$ cat src/rtl/laser_pkg.sv
// Shared constants, FSM state type, point type and the squared-distance helper for the
// laser coverage host.
package laser_pkg;

  localparam int unsigned LASER_NPTS    = 40;
  localparam int unsigned LASER_R2      = 16;
  localparam int unsigned LASER_TIMEOUT = 1024;

  typedef enum logic [2:0] {
    StIdle,
    StArmed,
    StStream,
    StWaitLow,
    StWaitDone,
    StScore,
    StReport
  } state_e;

  typedef struct packed {
    logic [3:0] x;
    logic [3:0] y;
  } point_t;

  function automatic logic [8:0] dist2(input point_t p, input point_t c);
    logic [3:0] dx, dy;
    logic [7:0] dx2, dy2;
    dx  = (p.x >= c.x) ? p.x - c.x : c.x - p.x;
    dy  = (p.y >= c.y) ? p.y - c.y : c.y - p.y;
    dx2 = dx * dx;
    dy2 = dy * dy;
    return 9'(dx2) + 9'(dy2);
  endfunction

endpackage

$ cat src/rtl/laser_cover_chk.sv
// Combinational coverage test: is a point inside either of two radius-sqrt(R2) circles.
module laser_cover_chk
  import laser_pkg::*;
#(
  parameter int unsigned R2 = LASER_R2
) (
  input  point_t pt_i,
  input  point_t c1_i,
  input  point_t c2_i,
  output logic   covered_o
);

  always_comb begin
    covered_o = (dist2(pt_i, c1_i) <= 9'(R2)) || (dist2(pt_i, c2_i) <= 9'(R2));
  end

endmodule

$ cat src/rtl/laser_host.sv
// Host driver: buffers a point set, streams it to the coverage engine on its DONE-framed bus,
// captures the two returned centres and scores how many points they cover.
module laser_host
  import laser_pkg::*;
#(
  parameter int unsigned NPTS    = LASER_NPTS,
  parameter int unsigned R2      = LASER_R2,
  parameter int unsigned TIMEOUT = LASER_TIMEOUT
) (
  input  logic       CLK,
  input  logic       RST_N,
  input  logic       ld_valid,
  output logic       ld_ready,
  input  logic [3:0] ld_x,
  input  logic [3:0] ld_y,
  input  logic       start,
  output logic       busy,
  output logic [3:0] X,
  output logic [3:0] Y,
  input  logic       DONE,
  input  logic [3:0] C1X,
  input  logic [3:0] C1Y,
  input  logic [3:0] C2X,
  input  logic [3:0] C2Y,
  output logic       res_valid,
  output logic [3:0] res_c1x,
  output logic [3:0] res_c1y,
  output logic [3:0] res_c2x,
  output logic [3:0] res_c2y,
  output logic [5:0] res_cover,
  output logic       res_err
);

  localparam int unsigned IdxW = $clog2(NPTS);
  localparam int unsigned TmoW = $clog2(TIMEOUT + 1);

  state_e            state_q, state_d;
  point_t            pbuf_q [NPTS];
  logic [IdxW-1:0]   wr_ptr_q, wr_ptr_d;
  logic [IdxW-1:0]   idx_q, idx_d, idx_nxt;
  logic [TmoW-1:0]   tmo_q, tmo_d;
  logic [5:0]        cnt_q, cnt_d;
  logic [3:0]        x_q, x_d, y_q, y_d;
  point_t            res_c1_q, res_c1_d, res_c2_q, res_c2_d;
  logic [5:0]        res_cover_q, res_cover_d;
  logic              res_err_q, res_err_d;
  logic              ld_we;
  logic              covered;
  logic              tmo_hit;

  laser_cover_chk #(
    .R2(R2)
  ) u_cover_chk (
    .pt_i     (pbuf_q[idx_q]),
    .c1_i     (res_c1_q),
    .c2_i     (res_c2_q),
    .covered_o(covered)
  );

  assign idx_nxt = idx_q + 1'b1;
  assign tmo_hit = (tmo_q == TmoW'(TIMEOUT - 1));

  always_comb begin
    state_d     = state_q;
    wr_ptr_d    = wr_ptr_q;
    idx_d       = idx_q;
    tmo_d       = tmo_q;
    cnt_d       = cnt_q;
    x_d         = '0;
    y_d         = '0;
    res_c1_d    = res_c1_q;
    res_c2_d    = res_c2_q;
    res_cover_d = res_cover_q;
    res_err_d   = res_err_q;
    ld_we       = 1'b0;
    unique case (state_q)
      StIdle: begin
        if (ld_valid) begin
          ld_we    = 1'b1;
          wr_ptr_d = (wr_ptr_q == IdxW'(NPTS - 1)) ? '0 : wr_ptr_q + 1'b1;
        end
        // start overrides the pointer advance so the next load set begins at slot 0
        if (start) begin
          wr_ptr_d  = '0;
          res_err_d = 1'b0;
          state_d   = StArmed;
        end
      end
      StArmed: begin
        if (DONE) begin
          idx_d   = '0;
          x_d     = pbuf_q[0].x;
          y_d     = pbuf_q[0].y;
          state_d = StStream;
        end
      end
      StStream: begin
        if (idx_q == IdxW'(NPTS - 1)) begin
          tmo_d   = '0;
          state_d = StWaitLow;
        end else begin
          idx_d = idx_nxt;
          x_d   = pbuf_q[idx_nxt].x;
          y_d   = pbuf_q[idx_nxt].y;
        end
      end
      StWaitLow: begin
        if (tmo_hit) begin
          res_err_d   = 1'b1;
          res_cover_d = '0;
          state_d     = StReport;
        end else begin
          tmo_d = tmo_q + 1'b1;
          if (!DONE) state_d = StWaitDone;
        end
      end
      StWaitDone: begin
        if (DONE) begin
          res_c1_d = '{x: C1X, y: C1Y};
          res_c2_d = '{x: C2X, y: C2Y};
          idx_d    = '0;
          cnt_d    = '0;
          state_d  = StScore;
        end else if (tmo_hit) begin
          res_err_d   = 1'b1;
          res_cover_d = '0;
          state_d     = StReport;
        end else begin
          tmo_d = tmo_q + 1'b1;
        end
      end
      StScore: begin
        cnt_d = cnt_q + 6'(covered);
        if (idx_q == IdxW'(NPTS - 1)) begin
          res_cover_d = cnt_d;
          state_d     = StReport;
        end else begin
          idx_d = idx_nxt;
        end
      end
      StReport: state_d = StIdle;
      default:  state_d = StIdle;
    endcase
  end

  always_ff @(posedge CLK or negedge RST_N) begin
    if (!RST_N) begin
      state_q     <= StIdle;
      wr_ptr_q    <= '0;
      idx_q       <= '0;
      tmo_q       <= '0;
      cnt_q       <= '0;
      x_q         <= '0;
      y_q         <= '0;
      res_c1_q    <= '0;
      res_c2_q    <= '0;
      res_cover_q <= '0;
      res_err_q   <= 1'b0;
    end else begin
      state_q     <= state_d;
      wr_ptr_q    <= wr_ptr_d;
      idx_q       <= idx_d;
      tmo_q       <= tmo_d;
      cnt_q       <= cnt_d;
      x_q         <= x_d;
      y_q         <= y_d;
      res_c1_q    <= res_c1_d;
      res_c2_q    <= res_c2_d;
      res_cover_q <= res_cover_d;
      res_err_q   <= res_err_d;
    end
  end

  always_ff @(posedge CLK or negedge RST_N) begin
    if (!RST_N) begin
      for (int i = 0; i < NPTS; i++) pbuf_q[i] <= '0;
    end else if (ld_we) begin
      pbuf_q[wr_ptr_q] <= '{x: ld_x, y: ld_y};
    end
  end

  assign ld_ready  = (state_q == StIdle);
  assign busy      = (state_q != StIdle);
  assign res_valid = (state_q == StReport);
  assign X         = x_q;
  assign Y         = y_q;
  assign res_c1x   = res_c1_q.x;
  assign res_c1y   = res_c1_q.y;
  assign res_c2x   = res_c2_q.x;
  assign res_c2y   = res_c2_q.y;
  assign res_cover = res_cover_q;
  assign res_err   = res_err_q;

endmodule
$ cat config.mk
export PLATFORM = sky130hd
export DESIGN_NAME = laser_host
export DESIGN_NICKNAME = d
export VERILOG_FILES = /design/src/rtl/laser_pkg.sv /design/src/rtl/laser_cover_chk.sv /design/src/rtl/laser_host.sv
export SDC_FILE = /design/constraint.sdc
export NUM_CORES = 1
export LEC_CHECK = 0
export CORE_MARGIN = 4
export CORE_UTILIZATION = 57
export DETAILED_ROUTE_END_ITERATION = 16
export PLACE_DENSITY = 0.75
export SYNTH_ARGS = -nofsm -noshare
export SYNTH_HDL_FRONTEND = slang
export SYNTH_SLANG_ARGS = --single-unit
$ cat constraint.sdc
create_clock -name CLK -period 9.9 [get_ports CLK]
set_clock_uncertainty 0.05 [all_clocks]
set_input_delay 0.99 -clock CLK [delete_from_list [all_inputs] [get_ports CLK]]
set_output_delay 0.99 -clock CLK [all_outputs]
set_load 0.05 [all_outputs]
* After elaboration in Yosys (flattened, before gate mapping)
Index checks and enable logic that the tools add are counted.
** Word-level totals
- Bits of input ports :: 29
- Word-level logic and storage cells :: 212
- Output and inout bits :: 34
- Register bits :: 383
** Operators by class
- Add/subtract/negate cells :: 14
- Multiplexer cells :: 49
- Multiply operators :: 4
- Reduce and logical (&&, ||, !) cells :: 20
- Bitwise logic cells :: 3
- Equal/unequal tests :: 19
- $lt $le $gt $ge :: 10
** Operator list (number)
- $bwmux 320 :: 1
- $bmux 8 s6 :: 2
- $demux 8 s6 :: 1
- $mux 6 :: 8
- $mux 8 :: 5
- $mux 11 :: 3
- $pmux 11 s3 :: 1
- $mul 4x4->8 :: 4
- $mux 4 :: 8
- $sub 4x4->4 :: 8
- $mux 3 :: 8
- $pmux 6 s2 :: 2
- $ge 7x7->1 const B :: 3
- $not 6->7 :: 3
- $add 8x8->9 :: 2
- $le 9x5->1 const B :: 2
- $pmux 3 s6 :: 1
- $pmux 6 s3 :: 1
- $ge 4x4->1 :: 4
- $pmux 4 s2 :: 2
- $add 6x1->6 const B :: 2
- $eq 6x6->1 const B :: 2
- $ne 2x2->1 const B :: 6
- $reduce_and 3->1 :: 4
- 19 further kinds :: 36

* Depth between registers and ports, before layout
- Word-level depth :: 13
- Mapped depth :: 38
- Gate-level depth less buffers :: 35

* Modules after synthesis
A second synthesis with hierarchy kept.
** Unflattened totals
- Cell total of the unflattened synthesis :: 1821
- Area, all modules :: 23197.2 sq um
** By module, submodules not included
- laser_host :: instances 1, area each 20683.6 sq um, seq. area each 9584.2 sq um, cells each 1518
- laser_cover_chk :: instances 1, area each 2513.7 sq um, seq. area each 0.0 sq um, cells each 303

* Worst setup path before layout
No wires, ideal clock.
- Path type :: register to register
- From :: register idx_q[0]
- To :: register cnt_q[4]
- Buffers on the path :: 3
- Data required time :: 9722 ps
- Clock period less this slack :: 8567 ps
- Data arrival time :: 8388 ps
- Stages on the path, launching flop included :: 33
- Slack :: 1333 ps
- Setup time :: 128 ps
- Path through :: dfrtp_1 -> buf_4 -> buf_4 -> buf_2 -> mux4_2 -> a221oi_1 -> o22a_1 -> inv_1 -> fa_1 -> a21o_1 -> a21o_1 -> a21oi_1 -> mux2i_1 -> xnor2_1 -> or2_2 -> fa_1 -> fa_1 -> fa_1 -> inv_1 -> fa_1 -> ha_1 -> inv_1 -> fa_1 -> xor2_1 -> o21ai_0 -> or4b_2 -> o41ai_1 -> ha_1 -> ha_1 -> nand3_1 -> and3_1 -> o21ai_0 -> o31ai_1
** Between the ends
- Cells in the longest elaborated chain, start to end :: 12
- Elaborated cells between the ends (all ways) :: 31
- Those cells by class :: add/sub: 11; mul: 4; order compare: 6; mux: 8; bitwise: 1; reduce/logical: 1
** Ends and longest elaborated chain
- start: declaration :: RTL line laser_host.sv:40 : logic [IdxW-1:0] idx_q, idx_d, idx_nxt;
- start signal: assignment :: RTL line laser_host.sv:162 : idx_q <= idx_d;
- $not 6->7 (implied by the code) * :: RTL line laser_host.sv:54 : .pt_i (pbuf_q[idx_q]),
- $bmux 8 s6 * :: RTL line laser_host.sv:54
- $mux 8 (implied by the code) * (2 in a row) :: RTL line laser_host.sv:54
- $sub 4x4->4 (tied with other cells) :: RTL line laser_pkg.sv:27 : dx = (p.x >= c.x) ? p.x - c.x : c.x - p.x;
- $mux 4, on equally long branches :: RTL line laser_pkg.sv:27, laser_pkg.sv:28
- $mul 4x4->8, on equally long branches :: RTL line laser_pkg.sv:29, laser_pkg.sv:30
- $add 8x8->9 :: RTL line laser_pkg.sv:31 : return 9'(dx2) + 9'(dy2);
- $le 9x5->1 :: RTL line laser_cover_chk.sv:14 : covered_o = (dist2(pt_i, c1_i) <= 9'(R2)) || (dist2(pt_i, c2_i) <= 9'(R2));
- $logic_or 1x1->1 * :: RTL line laser_cover_chk.sv:14
- $add 6x1->6 * :: RTL line laser_host.sv:133 : cnt_d = cnt_q + 6'(covered);
- $pmux 6 s2 * :: RTL line laser_host.sv:76 : unique case (state_q)
- end signal: assignment :: RTL line laser_host.sv:164 : cnt_q <= cnt_d;
- end: declaration :: RTL line laser_host.sv:42 : logic [5:0] cnt_q, cnt_d;
Every way passes the cells marked *; elsewhere a longest branch is shown, timed or not. The select of a mux whose other input is x is not followed.
A chain may end at the register's enable or synchronous reset.

* Final worst setup path
- From :: register idx_q[1]
- To :: register cnt_q[4]
The elaborated chain is that of the path after synthesis.

==> flow_summary.json <==
{
  "top_usage_layer": "met2",
  "multi_input_area_sq_um": 12400,
  "slowest_delay_ps": 950,
  "cp_common_cell": "fa_1",
  "cap_violations": 0,
  "status": "finished clean",
  "synth-seq-cells": 383,
  "grtUsageMet3_pct": 4.81,
  "yosysMostFrequentCell": "dfrtp_1",
  "start_util_pct": 58.3,
  "grt_max_degree": 95,
  "yosys.area_share.adder_pct": 6.33,
  "fp.dieArea_sq_um": 43200,
  "rrSetupSlack_ps": 400,
  "grt_pass1_wl_mm": 94.5,
  "grt_pass1_vias": 16000,
  "yosys.area.top_type": "dfrtp_1",
  "post-route-period-util_pct": 95.9,
  "cts-root-buf": "clkbuf_16",
  "ctsHoldBuffers": 0,
  "r2r_cells": 32,
  "drtPass1Iterations": 5,
  "max-slew-margin-rel_pct": 12.5,
  "wl_per_cell_um": 25.6,
  "dpl.hpwl_mm": 40.4,
  "synth_top_family_by_area": "multiplexers",
  "post-cts-setup-buffers": 0,
  "layout-drive-gt1-share_pct": 33.0,
  "ys_warn_count": 0,
  "drc": 0,
  "nets": 1931,
  "worst_setup_path_start_kind": "flip-flop",
  "async_flop_share_pct": 100,
  "gr-usage-met1_pct": 37.8,
  "htree_levels": 2,
  "rsz0062_at_grt": "false",
  "crit_path_end_kind": "flip-flop",
  "drt_iter0_markers": 1684,
  "worstMarginPinSlew_ps": 1310,
  "vias_per_cell": 6.69,
  "cp.arrival_ps": 9880,
  "overflow": 0,
  "synthTopCellsByArea": "dfrtp_1 42%, mux2_2 16%, mux4_2 15%",
  "ys.flop_type": "dfrtp_1",
  "io_buffer_count": 62,
  "die_h_um": 208,
  "postSynthCellCount": 1781,
  "synth.top_cell.area_share_pct": 42.1,
  "max_freq_mhz": 105,
  "routed-via-count": 15700,
  "synth_edf_count": 0,
  "cts.sinks": 383,
  "nFillCells": 2848,
  "slowest_stage": "dfrtp_4",
  "setup_viol": 0,
  "syn-num-nets": 1907,
  "post_synth_xor_area_fraction_pct": 0.924,
  "synth_seq_area_share_pct": 42.1,
  "crit_fanout": 54,
  "io_pins": 63,
  "routed_wl_mm": 60.1,
  "syn_avg_cell_area_sq_um": 12.8,
  "clk_pin_slew_worst_paths_ps": 60,
  "antenna_found_initial": 0,
  "register_area_sq_um": 9590,
  "cts_buffers": 43,
  "gp_congestion": 0.956,
  "r2r-start": "idx_q[1]$_DFFE_PN0P_",
  "clock_latency_ps": 570,
  "yosys.area_share.simple_pct": 8.02,
  "cts_tree": "yes",
  "worstPathRequired_ps": 10280,
  "ant_nets": 0,
  "crit_type": "flip-flop to flip-flop",
  "syn-cell-area_sq_um": 22700,
  "tns_ps": 0,
  "hold_viol_final": 0,
  "syn_to_final_growth_pct": 11.5,
  "hp-class": "input port to async pin",
  "row_count": 72,
  "drv_slew": 0,
  "grtUsageMet2_pct": 43.3,
  "timing.rr.end": "cnt_q[4]$_DFFE_PN0P_",
  "synth_mux_area_share_pct": 32.1,
  "min_period_ps": 9500,
  "antenna_cells": 0,
  "clockBufferDepth": 3,
  "synth.distinct_cells": 65,
  "synth-compound-area-share_pct": 6.77,
  "core-area_sq_um": 39000,
  "cts_resized": 0,
  "yosys-top-cells-count": "383 x dfrtp_1, 316 x mux2_2, 151 x mux4_2",
  "globalRouteTotalUtil_pct": 27.7,
  "die_w_um": 208
}
metrics by stage:
stage	area (sq um)	setup WS [ps]	util, %	std cells	hold slack [ps]
3_5_place_dp	23900	361	61.2	2278	430
3_3_place_gp	23900	611	61.2	2278	429
2_1_floorplan	22700	1330	-	1781	420
6_report	25400	403	65.0	2352	399
5_1_grt	25400	6.52	65.0	2352	450
4_1_cts	25400	358	65.0	2352	415
kinds of logic (layout without fill, tap and decap cells):
family,after synthesis,count (layout)
xor+xnor,24,24
simple gates,357,357
mux,501,501
fa+ha+maj,97,97
flops,383,383
buf+inv,196,249
compound gates,223,223
flip-flops by register name (all words and copies together) (netlist names):
name,count
X,4
Y,4
cnt_q,6
idx_q,6
pbuf_q,320
res_c1x,4
res_c1y,4
res_c2x,4
res_c2y,4
res_cover,6
res_err,1
state_q,3
tmo_q,11
wr_ptr_q,6
critical path, delay by kind of cell, from the launching register on:
kind	cells	cell delay (ps)
xor+xnor	1	130
buf+inv	4	620
mux	2	500
flops	1	950
simple gates	8	2310
fa+ha+maj	9	3510
compound gates	8	1230
layout make-up:
cell class,instances,area share [%]
Timing Repair Buffer,103,3.83
Tap cell,518,2.56
Inverter,72,1.07
Multi-Input combinational cell,1202,48.9
Clock buffer,62,4.93
Sequential cell,383,37.8
Clock inverter,12,0.928
metal layers:
metal	vias to the layer above	part of all wire, %
met4	0	5.7
met2	732	47
li1	6659	-
met1	8163	40
met3	184	7.2
met5	-	0
cell usage in the layout (no fill, tap or decap), drive strengths merged, types with 16 or more instances in the layout:
| master | instances |
|---|---|
| nand2 | 130 |
| dfrtp | 383 |
| clkdlybuf4s50 | 61 |
| a21oi | 37 |
| a211oi | 33 |
| mux2 | 321 |
| xor2 | 16 |
| ha | 67 |
| clkbuf | 62 |
| buf | 42 |
| nor2b | 49 |
| nor3 | 24 |
| mux4 | 151 |
| nor2 | 68 |
| inv | 71 |
| o21ai | 49 |
| mux2i | 29 |
| fa | 30 |
worst max path at each step:
stage                              start              endpoint  slack, ps  depth (start not counted)
finish              idx_q[1]$_DFFE_PN0P_  cnt_q[4]$_DFFE_PN0P_        400                         32
global route        idx_q[0]$_DFFE_PN0P_  cnt_q[4]$_DFFE_PN0P_          7                         33
CTS                 idx_q[1]$_DFFE_PN0P_  cnt_q[4]$_DFFE_PN0P_        360                         33
detailed placement  idx_q[1]$_DFFE_PN0P_  cnt_q[4]$_DFFE_PN0P_        360                         33
global placement    idx_q[1]$_DFFE_PN0P_  cnt_q[4]$_DFFE_PN0P_        610                         32
floorplan           idx_q[0]$_DFFE_PN0P_  cnt_q[4]$_DFFE_PN0P_       1330                         32
Power is left out: the tool's default activity adds up to more than one toggle a clock period on the data nets, which glitch-free logic cannot reach.
